## src/rtl/alu_pkg.sv

```systemverilog
// Shared types and helpers for the multi-cycle ALU: op codes, FSM states,
// and signed-overflow detection for add/subtract.
package alu_pkg;

   typedef enum logic [3:0] {
      OP_AND   = 4'b0000,
      OP_ADD   = 4'b0001,
      OP_SUB   = 4'b0010,
      OP_SLT   = 4'b0011,
      OP_SRL   = 4'b0100,
      OP_SRA   = 4'b0101,
      OP_SLL   = 4'b0110,
      OP_RSV7  = 4'b0111,
      OP_OR    = 4'b1000,
      OP_XOR   = 4'b1001,
      OP_NOR   = 4'b1010,
      OP_SLTU  = 4'b1011,
      OP_MULU  = 4'b1100,
      OP_MUL   = 4'b1101,
      OP_RSVE  = 4'b1110,
      OP_RSVF  = 4'b1111
   } alu_op_e;

   typedef enum logic [1:0] {
      IDLE = 2'd0,
      MUL  = 2'd1,
      DONE = 2'd2
   } alu_state_e;

   // Two's-complement overflow from the sign bits alone: the operands (with the
   // subtrahend inverted for SUB) agree in sign but the result does not.
   function automatic logic signed_ovf(input logic a_msb, input logic b_msb,
                                       input logic r_msb, input logic is_sub);
      logic b_eff;
      b_eff = is_sub ? ~b_msb : b_msb;
      return (a_msb == b_eff) && (r_msb != a_msb);
   endfunction

endpackage

```

## src/rtl/alu_mul_iter.sv

```systemverilog
// Iterative radix-2 shift-add multiplier on operand magnitudes.
// Iteration 0 runs on the start edge straight from the inputs; iterations
// 1..WIDTH-1 run from the registered partial product while cnt is non-zero.
// 'done' marks the cycle whose edge completes the last iteration, and
// 'product' then carries the finished, sign-corrected 2*WIDTH result so the
// caller can register it on that same edge.
module alu_mul_iter
   import alu_pkg::*;
#(
   parameter int WIDTH = 32
) (
   input  logic                 clk,
   input  logic                 rst_n,
   input  logic                 start,
   input  logic                 signed_mode,
   input  logic [WIDTH-1:0]     a,
   input  logic [WIDTH-1:0]     b,
   output logic                 done,
   output logic [2*WIDTH-1:0]   product
);

   localparam int SHAMT_W = $clog2(WIDTH);

   logic [WIDTH-1:0]   hi, lo, mag_a_r;
   logic               neg_r;
   logic [SHAMT_W-1:0] cnt;

   logic [WIDTH-1:0]   mag_a, mag_b;
   logic [WIDTH-1:0]   step_hi, step_lo, step_m;
   logic [WIDTH:0]     sum;
   logic [2*WIDTH-1:0] step_p;

   // Operand magnitudes; the most negative value maps to 2^(WIDTH-1), which
   // still fits as an unsigned WIDTH-bit number.
   always_comb begin
      mag_a = (signed_mode && a[WIDTH-1]) ? (~a + 1'b1) : a;
      mag_b = (signed_mode && b[WIDTH-1]) ? (~b + 1'b1) : b;
   end

   // One shift-add step: add the multiplicand when the low bit is set, then
   // shift the {carry, hi, lo} window right by one.
   always_comb begin
      step_hi = start ? '0    : hi;
      step_lo = start ? mag_b : lo;
      step_m  = start ? mag_a : mag_a_r;
      sum     = {1'b0, step_hi} + (step_lo[0] ? {1'b0, step_m} : '0);
      step_p  = {sum, step_lo[WIDTH-1:1]};
      done    = (cnt == SHAMT_W'(WIDTH - 1));
      product = neg_r ? (~step_p + 1'b1) : step_p;
   end

   // Partial-product and iteration-counter registers; cnt wraps back to 0
   // after the final iteration, which also marks the unit idle.
   always_ff @(posedge clk or negedge rst_n) begin
      if (!rst_n) begin
         hi      <= '0;
         lo      <= '0;
         mag_a_r <= '0;
         neg_r   <= 1'b0;
         cnt     <= '0;
      end else if (start) begin
         hi      <= step_p[2*WIDTH-1:WIDTH];
         lo      <= step_p[WIDTH-1:0];
         mag_a_r <= mag_a;
         neg_r   <= signed_mode && (a[WIDTH-1] ^ b[WIDTH-1]);
         cnt     <= SHAMT_W'(1);
      end else if (cnt != '0) begin
         hi      <= step_p[2*WIDTH-1:WIDTH];
         lo      <= step_p[WIDTH-1:0];
         cnt     <= cnt + 1'b1;
      end
   end

endmodule

```

## src/rtl/alu_mc.sv

```systemverilog
// Registered, back-pressurable execute unit: single-cycle logic/arith/shift
// ops plus an iterative multiplier returning a double-width product.
//
// Handshake: a request transfers on a rising edge where in_valid && in_ready;
// a result transfers on a rising edge where out_valid && out_ready. out_valid
// and in_ready depend only on state (and out_ready), never on in_valid, and
// z/z_hi/flags stay constant while out_valid is high until the result transfers.
module alu_mc
   import alu_pkg::*;
#(
   parameter int WIDTH = 32
) (
   input  logic               clk,
   input  logic               rst_n,
   input  logic               in_valid,
   output logic               in_ready,
   input  logic [3:0]         op,
   input  logic [WIDTH-1:0]   x,
   input  logic [WIDTH-1:0]   y,
   output logic               out_valid,
   input  logic               out_ready,
   output logic [WIDTH-1:0]   z,
   output logic [WIDTH-1:0]   z_hi,
   output logic               zero,
   output logic               equal,
   output logic               overflow,
   output logic               illegal,
   output alu_state_e         dbg_state
);

   localparam int SHAMT_W = $clog2(WIDTH);

   alu_state_e         state, state_next;
   alu_op_e            op_e;
   logic               accept, is_mul_op;
   logic [SHAMT_W-1:0] sh;
   logic [WIDTH-1:0]   sum, diff, alu_z;
   logic               alu_ovf, alu_ill, alu_zero, alu_equal;
   logic               mul_start, mul_done, mul_signed_r, mul_ovf;
   logic [2*WIDTH-1:0] mul_product;

   assign op_e      = alu_op_e'(op);
   assign is_mul_op = (op_e == OP_MUL) || (op_e == OP_MULU);
   assign accept    = in_valid && in_ready;
   assign mul_start = accept && is_mul_op;
   assign dbg_state = state;

   // State register.
   always_ff @(posedge clk or negedge rst_n) begin
      if (!rst_n) state <= IDLE;
      else        state <= state_next;
   end

   // Next-state logic; DONE with out_ready behaves like IDLE for a new request.
   always_comb begin
      state_next = state;
      case (state)
         IDLE: if (accept) state_next = is_mul_op ? MUL : DONE;
         MUL:  if (mul_done) state_next = DONE;
         DONE: begin
            if (out_ready) begin
               if (in_valid) state_next = is_mul_op ? MUL : DONE;
               else          state_next = IDLE;
            end
         end
         default: state_next = IDLE;
      endcase
   end

   // Handshake outputs derived from state.
   always_comb begin
      in_ready  = (state == IDLE) || ((state == DONE) && out_ready);
      out_valid = (state == DONE);
   end

   // Single-cycle result and flags from the presented operands.
   always_comb begin
      sh      = y[SHAMT_W-1:0];
      sum     = x + y;
      diff    = x - y;
      alu_z   = '0;
      alu_ovf = 1'b0;
      alu_ill = 1'b0;
      case (op_e)
         OP_AND:  alu_z = x & y;
         OP_ADD:  begin
            alu_z   = sum;
            alu_ovf = signed_ovf(x[WIDTH-1], y[WIDTH-1], sum[WIDTH-1], 1'b0);
         end
         OP_SUB:  begin
            alu_z   = diff;
            alu_ovf = signed_ovf(x[WIDTH-1], y[WIDTH-1], diff[WIDTH-1], 1'b1);
         end
         OP_SLT:  alu_z = {{(WIDTH-1){1'b0}}, ($signed(x) < $signed(y))};
         OP_SRL:  alu_z = x >> sh;
         OP_SRA:  alu_z = $signed(x) >>> sh;
         OP_SLL:  alu_z = x << sh;
         OP_OR:   alu_z = x | y;
         OP_XOR:  alu_z = x ^ y;
         OP_NOR:  alu_z = ~(x | y);
         OP_SLTU: alu_z = {{(WIDTH-1){1'b0}}, (x < y)};
         OP_MUL, OP_MULU: alu_z = '0;
         default: alu_ill = 1'b1;
      endcase
      alu_zero  = !alu_ill && (alu_z == '0);
      alu_equal = !alu_ill && (x == y);
   end

   // Multiply overflow: high half is not the extension of the low half.
   always_comb begin
      if (mul_signed_r)
         mul_ovf = (mul_product[2*WIDTH-1:WIDTH] != {WIDTH{mul_product[WIDTH-1]}});
      else
         mul_ovf = (mul_product[2*WIDTH-1:WIDTH] != '0);
   end

   // Result registers: loaded on single-cycle accept or multiply completion.
   always_ff @(posedge clk or negedge rst_n) begin
      if (!rst_n) begin
         z            <= '0;
         z_hi         <= '0;
         zero         <= 1'b0;
         equal        <= 1'b0;
         overflow     <= 1'b0;
         illegal      <= 1'b0;
         mul_signed_r <= 1'b0;
      end else if (accept && !is_mul_op) begin
         z        <= alu_z;
         z_hi     <= '0;
         zero     <= alu_zero;
         equal    <= alu_equal;
         overflow <= alu_ovf;
         illegal  <= alu_ill;
      end else if (accept) begin
         equal        <= (x == y);
         mul_signed_r <= (op_e == OP_MUL);
      end else if ((state == MUL) && mul_done) begin
         z        <= mul_product[WIDTH-1:0];
         z_hi     <= mul_product[2*WIDTH-1:WIDTH];
         zero     <= (mul_product[WIDTH-1:0] == '0);
         overflow <= mul_ovf;
         illegal  <= 1'b0;
      end
   end

   alu_mul_iter #(.WIDTH(WIDTH)) u_mul (
      .clk         (clk),
      .rst_n       (rst_n),
      .start       (mul_start),
      .signed_mode (op_e == OP_MUL),
      .a           (x),
      .b           (y),
      .done        (mul_done),
      .product     (mul_product)
   );

endmodule

```

## config.mk

```make
export PLATFORM = sky130hd
export DESIGN_NAME = alu_mc
export DESIGN_NICKNAME = d
export VERILOG_FILES = /design/src/rtl/alu_pkg.sv /design/src/rtl/alu_mul_iter.sv /design/src/rtl/alu_mc.sv
export SDC_FILE = /design/constraint.sdc
export NUM_CORES = 1
export LEC_CHECK = 0
export CAP_MARGIN = 10
export CORE_ASPECT_RATIO = 1.1
export CORE_MARGIN = 2
export CORE_UTILIZATION = 30
export CTS_CLUSTER_DIAMETER = 80
export DETAILED_ROUTE_END_ITERATION = 7
export MAX_ROUTING_LAYER = met4
export PLACE_DENSITY = 0.45
export SLEW_MARGIN = 40
export SYNTH_ARGS = -nofsm -noshare
export SYNTH_HDL_FRONTEND = slang
export SYNTH_SLANG_ARGS = --single-unit
```

## constraint.sdc

```tcl
create_clock -name clk -period 7.9 [get_ports clk]
set_input_delay 1.58 -clock clk [delete_from_list [all_inputs] [get_ports clk]]
set_output_delay 1.58 -clock clk [all_outputs]
set_load 0.005 [all_outputs]
```

==> flow_summary.toml <==
[outcome]
run_status = "finished, final reports clean"

[drt]
detail_route.iter0.violations = 2377
first_pass_iters = 8
wl_per_cell_um = 29.5
drc = 0
antenna_violating_nets_post_route = 0
wirelength_um = 127000
vias_per_cell = 6.01
vias = 25851

[min_path]
timing.hold.worst.class = "flip-flop to flip-flop"

[sta]
finalHoldViolations = 0
max_slew.worst_pin.slew_ns = 0.966
setup_viol = 0
layout_worst_path_cycle_share = 0.964
fin_hold_ws_ns = 0.459
final.min_clock_period_ns = 7.61
final.setup.tns_ns = 0
timing.clock.skew_ns = 0.0135
postLayoutSetupSlackWorst_ns = 0.288
maxSlewViolCount = 0
maximum_operating_frequency_mhz = 131
maxSlewHeadroom = 0.349

[final_layout]
post_layout_instance_area_um2 = 28400
most_common_library_cell_in_the_layout_ignoring_fill_and_taps = "sky130_fd_sc_hd__buf_4"
multi_input_area_um2 = 17000
utilization_of_the_core_after_routing = 0.387
drive_gt1_frac = 0.201
ff_latch_area_um2 = 4330
syn_to_final_growth_pct = 27.2
mostFrequentLayoutCells = "437 x sky130_fd_sc_hd__buf_4, 353 x sky130_fd_sc_hd__nand2_1, 254 x sky130_fd_sc_hd__nor2_1"
num-fill-cells = 7739
nets = 3541

[clock_network]
total_of_hold_buffers_inserted_after_clock_tree_synthesis = 0
root_buffer = "sky130_fd_sc_hd__clkbuf_16"
tritoncts.num_buffers = 17
insertion_delay_ns = 0.47
maximum_level_of_the_cts_h_tree = 4
cts_max_path_buffers = 2
clk_transition_reported_paths_ns = 0.07
cts.sink_count = 173
clock_tree_from_tritoncts = "done"

[worst_setup_path]
path_class = "input port to flip-flop"
critPathMaxFanout = 8
crit_arrival_ns = 7.96
crit_path_end_kind = "flip-flop"
cp_data_required_time_ns = 8.25
startpoint_type_of_the_worst_setup_path = "input port"

[die]
die_height_um = 290
rows = 104
effective_utilization_at_floorplan = 0.304
die-width_um = 264
core_area_um2 = 73400
top_level_ports = 144
dieArea_um2 = 76600

[synthesis]
postSynthCellCount = 2957
number_of_flops_mapped_to_enable_cells_by_yosys = 0
synth-async-reset-ratio = 1.00
synth_ff_type = "sky130_fd_sc_hd__dfrtp_1"
synthesis.yosys.warnings = 0
synth_area_per_cell_um2 = 7.55
synth.cell_area_um2 = 22300
postSynthNetCount = 3167
ys_seq_area_frac = 0.194
synth.distinct_cells = 102
ys_seq_elements = 173

[power]
worst_vdd_rail_ir_drop_mv = 0.218
power.share.combinational = 0.685
power_switching_uw = 3440
share_seq_of_total_power = 0.182
share_clk_of_total_power = 0.133
pwrdens_nw_per_um2 = 253
cellInternalPower_uw = 3730
switching_share = 0.479
leakagePower_uw = 0.0120

[job]
max-cap-violations = 0

[global_routing]
grt_antenna_before_repair = 3
global_route.overflow_total = 0
globalRouteTotalUtil = 0.334
grt_start_max_net_pins = 111
grt_first_pass_wirelength_um = 183000
vias_in_the_first_global_route = 25537

[place]
dpl_cell_area_um2 = 27500
buffer_ports.inserted = 143
pre_cts_slack_ns = -0.548
place_congestion = 0.998
hpwlAfterDp_um = 100000
==> sequential cells by signal, indices dropped and copies added, names as in the netlist <==
name           flops
illegal            1
zero               1
z_hi              32
equal              1
u_mul.cnt          5
dbg_state          2
u_mul.hi          32
overflow           1
u_mul.mag_a_r     32
z                 32
mul_signed_r       1
u_mul.lo          32
u_mul.neg_r        1
==> worst max-delay path, cell delays in order <==
cell and delay [ns]:
sky130_fd_sc_hd__clkdlybuf4s50_1 0.42, sky130_fd_sc_hd__inv_1 0.15, sky130_fd_sc_hd__nand3_1 0.11, sky130_fd_sc_hd__or3_1 0.34, sky130_fd_sc_hd__or3_4 0.40, sky130_fd_sc_hd__buf_4 0.16, sky130_fd_sc_hd__nand2_1 0.07, sky130_fd_sc_hd__xnor2_1 0.15
sky130_fd_sc_hd__o21ai_1 0.12, sky130_fd_sc_hd__and2_1 0.21, sky130_fd_sc_hd__ha_1 0.33, sky130_fd_sc_hd__buf_4 0.18, sky130_fd_sc_hd__a2111o_1 0.40, sky130_fd_sc_hd__o21ai_0 0.24, sky130_fd_sc_hd__buf_4 0.16, sky130_fd_sc_hd__xnor2_1 0.06
sky130_fd_sc_hd__or4b_4 0.59, sky130_fd_sc_hd__nor3_4 0.30, sky130_fd_sc_hd__buf_4 0.19, sky130_fd_sc_hd__nand2_1 0.09, sky130_fd_sc_hd__buf_4 0.15, sky130_fd_sc_hd__o31ai_1 0.26, sky130_fd_sc_hd__xor2_1 0.32, sky130_fd_sc_hd__and4_1 0.25
sky130_fd_sc_hd__and4_1 0.23, sky130_fd_sc_hd__nand3_1 0.11, sky130_fd_sc_hd__a2111oi_2 0.32, sky130_fd_sc_hd__nor2_1 0.07
==> cell usage after synthesis (8+ instances only) <==
library cell	number	area, um^2
sky130_fd_sc_hd__nand2_1	353	1330
sky130_fd_sc_hd__o21ai_0	261	1310
sky130_fd_sc_hd__nor2_1	260	976
sky130_fd_sc_hd__a21oi_1	197	986
sky130_fd_sc_hd__clkbuf_1	181	679
sky130_fd_sc_hd__dfrtp_1	173	4330
sky130_fd_sc_hd__ha_1	135	1690
sky130_fd_sc_hd__inv_1	126	473
sky130_fd_sc_hd__xnor2_1	87	762
sky130_fd_sc_hd__nand3_1	83	415
sky130_fd_sc_hd__nor3_1	72	360
sky130_fd_sc_hd__and2_1	70	438
sky130_fd_sc_hd__mux4_2	68	1530
sky130_fd_sc_hd__xor2_1	45	394
sky130_fd_sc_hd__a31oi_1	44	275
sky130_fd_sc_hd__nor4_1	39	244
sky130_fd_sc_hd__a21o_1	37	278
sky130_fd_sc_hd__a211oi_1	36	270
sky130_fd_sc_hd__a22oi_1	36	270
sky130_fd_sc_hd__nand4_1	36	225
sky130_fd_sc_hd__o31ai_1	36	270
sky130_fd_sc_hd__mux2i_1	35	350
sky130_fd_sc_hd__or3_1	32	200
sky130_fd_sc_hd__o211ai_1	30	225
sky130_fd_sc_hd__nand2b_1	28	175
sky130_fd_sc_hd__and3_1	26	163
sky130_fd_sc_hd__nor2b_1	25	156
sky130_fd_sc_hd__a221o_1	23	230
sky130_fd_sc_hd__buf_1	22	82.6
sky130_fd_sc_hd__o221ai_1	22	193
sky130_fd_sc_hd__buf_2	21	105
sky130_fd_sc_hd__a2111oi_0	18	158
sky130_fd_sc_hd__a221oi_1	18	158
sky130_fd_sc_hd__or2_2	16	100
sky130_fd_sc_hd__o21a_1	15	113
sky130_fd_sc_hd__o2111ai_1	13	114
sky130_fd_sc_hd__o41ai_1	12	105
sky130_fd_sc_hd__o22ai_1	11	68.8
sky130_fd_sc_hd__o31a_1	11	96.3
sky130_fd_sc_hd__a211o_1	9	78.8
sky130_fd_sc_hd__a32oi_1	9	78.8
sky130_fd_sc_hd__or4_1	9	67.6
sky130_fd_sc_hd__nand3b_1	8	60.1
sky130_fd_sc_hd__o311a_1	8	80.1
==> logic make-up after synthesis <==
kind of cell	after synthesis	share of synthesized area
compound gates	940	0.282
xor+xnor	133	0.0525
buf+inv	355	0.0614
fa+ha+maj	138	0.0784
flops	173	0.194
simple gates	1106	0.242
mux	112	0.0892
==> layer usage <==
metal  up-vias  wire length (um)  global-route usage  share of wire
met4         0              7690               0.174          0.061
met1     12818             50900               0.397           0.40
li1      11695                 -                   -              -
met5         -                 0                   -              0
met3       260              7380              0.0429          0.058
met2      1078             60800               0.551           0.48
==> power groups by stage <==
stage / logic (uW) / clock network [uW] / registers [uW]
5_1_grt: 5280 / 1010 / 1330
2_1_floorplan: 2450 / 0 / 1250
3_5_place_dp: 4710 / 0 / 1320
4_1_cts: 4750 / 980 / 1300
3_3_place_gp: 4700 / 0 / 1310
6_report: 4910 / 955 / 1300
==> through the flow <==
step,std cells,total power (uW)
CTS,4292,7030
global route,4299,7620
finish,4299,7170
global placement,4261,6010
detailed placement,4261,6030
floorplan,2957,3710
==> final cells by class <==
| class | count | share of cell area |
|---|---|---|
| Antenna cell | 2 | 0.000176 |
| Multi-Input combinational cell | 2429 | 0.599 |
| Sequential cell | 173 | 0.153 |
| Timing Repair Buffer | 581 | 0.167 |
| Clock inverter | 13 | 0.00736 |
| Clock buffer | 18 | 0.0151 |
| Tap cell | 954 | 0.0420 |
| Inverter | 129 | 0.0171 |
==> final timing paths <==
check,from,to,slack [ns],depth (start not counted)
max,x[0],overflow,0.29,28
min,u_mul.hi[11],u_mul.hi[11],0.46,2
max reg2reg,dbg_state[0],overflow,1.67,25
min reg2reg,u_mul.hi[11],u_mul.hi[11],0.46,2
max in group asynchronous,rst_n,u_mul.neg_r,5.69,2
min in group asynchronous,rst_n,z_hi[19],1.10,1
==> what timing repair did <==
item                       CTS  global route
buffers inserted             0             5
setup endpoints to repair    1             1
resized for setup            1            56
pin swaps                    0             9
No activity file was read; power rests on OpenSTA's default activity.
